## config.mk

```make
export PLATFORM = sky130hd
export DESIGN_NAME = rose_delay_responder
export DESIGN_NICKNAME = d
export VERILOG_FILES = /design/src/rtl/rose_delay_responder.sv
export SDC_FILE = /design/constraint.sdc
export NUM_CORES = 1
export LEC_CHECK = 0
export CAP_MARGIN = 10
export CORE_ASPECT_RATIO = 1.2
export CORE_MARGIN = 2
export CORE_UTILIZATION = 55
export CTS_CLUSTER_SIZE = 10
export DETAILED_ROUTE_END_ITERATION = 16
export DONT_BUFFER_PORTS = 1
export PLACE_DENSITY = 0.7
export SLEW_MARGIN = 30
export SYNTH_ARGS = -nofsm -noshare
export SYNTH_HDL_FRONTEND = slang
export SYNTH_SLANG_ARGS = --single-unit
```

## constraint.sdc

```tcl
create_clock -name clk -period 4.2 [get_ports clk]
set_clock_uncertainty 0.05 [all_clocks]
set_input_delay 0.84 -clock clk [delete_from_list [all_inputs] [get_ports clk]]
set_output_delay 0.84 -clock clk [all_outputs]
set_load 0.005 [all_outputs]
```

## src/rtl/rose_delay_responder.sv

```systemverilog
// Responder for "$rose(signal_0) |-> ##DELAY signal_1": each accepted 0->1 edge on
// signal_0 becomes exactly one signal_1 pulse, seen by a sampler DELAY cycles later.
module rose_delay_responder #(
  parameter int DELAY = 2,
  parameter int CNT_W = 8
) (
  input  logic             clk,
  input  logic             rst_n,
  input  logic             enable,
  input  logic             signal_0,
  output logic             signal_1,
  output logic [4:0]       pending,
  output logic [CNT_W-1:0] rise_cnt,
  output logic [CNT_W-1:0] resp_cnt
);

  logic             prev_s0;
  logic [DELAY-1:0] pipe;
  logic             rise;

  function automatic logic [CNT_W-1:0] sat_inc(input logic [CNT_W-1:0] v, input logic inc);
    if (inc && (v != {CNT_W{1'b1}}))
      return v + CNT_W'(1);
    return v;
  endfunction

  // prev_s0 clears to 0 so a level already high at the first post-reset edge counts as a rise
  assign rise     = signal_0 & ~prev_s0 & enable;
  assign signal_1 = pipe[DELAY-1];

  always_ff @(posedge clk or negedge rst_n) begin
    if (!rst_n) begin
      prev_s0  <= 1'b0;
      pipe     <= '0;
      pending  <= '0;
      rise_cnt <= '0;
      resp_cnt <= '0;
    end else begin
      prev_s0 <= signal_0;
      pipe[0] <= rise;
      for (int i = 1; i < DELAY; i++)
        pipe[i] <= pipe[i-1];
      // a pulse counts as issued on the edge that samples it high
      pending  <= pending + 5'(rise) - 5'(signal_1);
      rise_cnt <= sat_inc(rise_cnt, rise);
      resp_cnt <= sat_inc(resp_cnt, signal_1);
    end
  end

endmodule

```

# Word level (Yosys, flattened, before mapping)
# Cells that the tools add are included.
# Widths: inputs -> output; s select.
# classes
eq_ne,2
mux,4
n_bitwise,3
n_reduce_logical,2
add_sub_neg,4
# ops
cell,count
$add 8x1->8 const B,2
$mux 8,2
$ne 8x8->1 const B,2
$add 5x1->5,1
$sub 5x1->5,1
$and 1x1->1,2
$logic_and 1x1->1,2
$mux 1,2
$not 1->1,1
# word_totals
in_bits,4
elab_cells,20
out_inout_bits,22
regBits,24

# Logic depth before layout (Yosys ltp)
# logic_depth
word_depth,5
ltp_mapped,10
depth_no_buf,10

# Worst setup path before layout
# No wires, ideal clock.
# synth_path
path_type,input port to flip-flop
startpoint,input enable
endpoint,register pending[4]
path_slack_ns,1.882
path_stages,10
setup_ns,0.125
arrival_ns,2.143
n_path_buf,0
t_required_ns,4.025
cell_sequence,nand3b_4 -> ha_1 -> inv_1 -> ha_1 -> inv_1 -> fa_1 -> inv_1 -> a21o_1 -> a21oi_1 -> xnor2_1
# synth_between
elab_chain_len,3
# synth_lines
element,line_no,source
start: declaration,9,"input logic enable,"
$and 1x1->1,28,assign rise = signal_0 & ~prev_s0 & enable;
$add 5x1->5,44,pending <= pending + 5'(rise) - 5'(signal_1);
$sub 5x1->5,44,
end signal: assignment,44,
end: declaration,12,"output logic [4:0] pending,"
# No other way between the ends.
# A chain may end at the register's enable or synchronous reset.

# Final worst setup path
# Ends and elaborated chain as after synthesis.

==> impl_results.md <==
* Status: finished clean
* Synth Area per Inst at 10.5 sq um
* Post-Synthesis Cell Area at 0.00119 sq mm
* Routability cong. at 0.720
* Crit. End Element: register
* Detailed-route via count at 790
* Slew @ Worst Pin at 0.316 ns
* P&R area growth vs syn at 7.58%
* Die area at 0.00255 sq mm
* Max-Slew Margin vs Limit at 78.8%
* Worst vdd ir at 0.000365 V
* Count of unique library cells instantiated by Yosys at 25
* Yosys warns at 0
* Die Width at 46.4 um
* CP top delay family: adder cells
* Final Util at 62.4%
* Number of port buffers at 0
* Initial antenna violation count at 0
* Area of the multi-input gates at 551 sq um
* Post-synthesis adder-cell area fraction at 9.05%
* Most frequent cell on the critical path: inv_1
* Layout net count at 130
* Routed len/inst at 13.0 um
* Pre-Repair DR Iteration Count at 4
* Largest net degree at the start of global routing at 25
* Synth cell count leaders: dfrtp_1 (24), nor2_1 (13), a21oi_1 (11), nand2_1 (11), inv_1 (9)
* #FFs+latches synth at 24
* WP data required at 4.35 ns
* Total CTS buffers at 3
* Clk_lat worst skew at 0.30 ns
* LEAKAGE at 0.592 nW
* Slowest-stage cell, CP: fa_1
* Crit path launch type: input pin
* Top post-synthesis cells by area: dfrtp_1 (51%), ha_1 (7.4%), mux2_2 (4.7%)
* Total Routed Length at 1920 um
* Crit path DAT at 2.24 ns
* Largest family of logic cells by synthesized area: simple AND/OR/NAND/NOR gates
* Post-Syn Nets at 125
* Cell with the most instances after synthesis: dfrtp_1
* Xor-xnor portion of the synthesized cell area at 4.42%
* Grt ovf at 0
* Final worst-path cycle share at 49.6%
* Vias/cell at 5.37
* Global-route wire length before repair at 3190 um
* Core Rows at 18
* Seq/Total Area, Yosys at 50.5%
* CTS resizes at 0
* F_max at 480 MHz
* Final Power at 0.807 mW
* Hold Violations, Final at 0
* Cell Chain, Critical Path: nand3b_4 > ha_1 > inv_1 > ha_1 > inv_1 > fa_1 > inv_1 > a21o_1 > a21oi_1 > xnor2_1
* CTS root buf: clkbuf_4
* Share of cells above drive strength 1 at 14.5%
* GRT Total Usage at 17.6%
* Yosys top cell by area: dfrtp_1
* Hold Buf Count CTS at 0
* Worst reg2reg path depth at 9
* Ports at 26
* Vias in the first global route at 807
* Die Height at 54.9 um
* Fill cells at 167
* Crit-path max cell delay at 0.39 ns
* DP Wirelength at 1470 um
* Kind of critical path: in2reg
* CTS clock-pin slew for the worst setup and hold paths at 0.12 ns
* Ys async rst share at 100%
* Bufs on Longest Clock Path at 2
* CTS H-tree lvls at 1
* CTS tree: yes
* Core area at 0.00205 sq mm
* Max-cap violations at 0
* EDFF count, synth at 0
* Initial core utilization at 58.0%
* CTS sink cnt at 24
* Antenna cells at 0
* Hold crit path type: in2async
* Pwr Density at 631 mW/mm^2
* Multiplexer area fraction after synthesis at 6.53%
* Storage element area at 601 sq um
* Cell depth of the worst setup path at 10
* Most common flop cell mapped by yosys: dfrtp_1
* DR DRC count at 0
* Simple logic cell fraction of the synthesized area at 18.1%
* Antenna Nets Post-Route at 0
* Top cell type's share of synthesized area at 50.5%
* Final setup viols at 0
* R2r startpoint: pipe[1]$_DFF_PN0_
* RSZ-0062 raised after global routing: no
* Final min period at 2.09 ns
* Postcts setup bufs at 0
* Post-synthesis compound-gate area fraction at 8.21%
* Slew Limit Fails at 0
* Mapped Cells at 113
* Max FO, Critical Path at 4
* Drt initial violations at 15
* CP Buf/Inv Count at 3
* Crit. Startpoint: enable
* Final TNS setup at 0 ns
## flip-flops by register name, summed over array words and instances, names as in the netlist
signal	flops
resp_cnt	8
rise_cnt	8
prev_s0	1
pending	5
pipe	2
## worst reg2reg max path, cell delays in order (launching register included)
cell and delay, ns:
dfrtp_1 0.50, ha_1 0.33, inv_1 0.06, ha_1 0.16, inv_1 0.06, fa_1 0.39, inv_1 0.07, a21o_1 0.11
a21oi_1 0.07, xnor2_1 0.12
## layout by cell type (no fill, tap or decap), drive strengths merged
| master | instances |
|---|---|
| bufinv | 1 |
| mux2i | 1 |
| a21oi | 11 |
| nand2 | 11 |
| a21o | 2 |
| nor2 | 14 |
| clkbuf | 3 |
| nor3 | 3 |
| o21ai | 4 |
| xnor2 | 6 |
| and4 | 1 |
| fa | 1 |
| dfrtp | 24 |
| inv | 10 |
| nor2b | 1 |
| ha | 7 |
| nand3 | 5 |
| nand4 | 4 |
| nand3b | 1 |
| and3 | 1 |
| mux2 | 6 |
## cell type report
type	instances	share of cell area [%]
inverters	10	2.94
well taps	30	2.94
clock buffers	3	1.76
clock inverters	1	2.35
multi-input cells	79	43.1
flip-flops and latches	24	47.0
## stage by stage
stage	hold slack (ns)	std cells	instance area (sq um)	setup WS, ns
2_1_floorplan	0.281	113	1190	1.88
3_3_place_gp	0.283	143	1230	1.84
3_5_place_dp	0.285	143	1230	1.78
4_1_cts	0.141	147	1280	2.12
5_1_grt	0.116	147	1280	2.02
6_report	0.160	147	1280	2.11
## worst paths after layout
check / end / slack, ns
setup / recovery: pending[4]$_DFF_PN0_ / 2.11
hold / removal: pending[3]$_DFF_PN0_ / 0.16
setup reg to reg: pending[4]$_DFF_PN0_ / 2.17
hold reg to reg: pipe[1]$_DFF_PN0_ / 0.31
max in group asynchronous: resp_cnt[7]$_DFFE_PN0P_ / 3.86
min in group clk: pipe[1]$_DFF_PN0_ / 0.31
## power by group
group,switching (mW),total (mW),internal (mW)
logic,0.111,0.240,0.129
registers,0.0991,0.406,0.307
clock network,0.0647,0.161,0.0964
total,0.274,0.807,0.533
## logic make-up (layout without fill, tap and decap cells)
family / after synthesis / in the layout
and+or+nand+nor: 41 / 41
DFF: 24 / 24
AOI/OAI and AO/OA: 17 / 17
buffers and inverters: 10 / 14
adders and majority gates: 8 / 8
muxes: 7 / 7
xor gates and xnor gates: 6 / 6
## routing by layer
layer / vias up / wire length (um) / global-route usage, %
li1: 394 / - / -
met1: 372 / 814 / 20.3
met2: 20 / 978 / 31.3
met3: 4 / 95 / 3.90
met4: 0 / 28 / 7.14
met5: - / 0 / 0
Note: power is estimated with default switching activity, not from simulation.
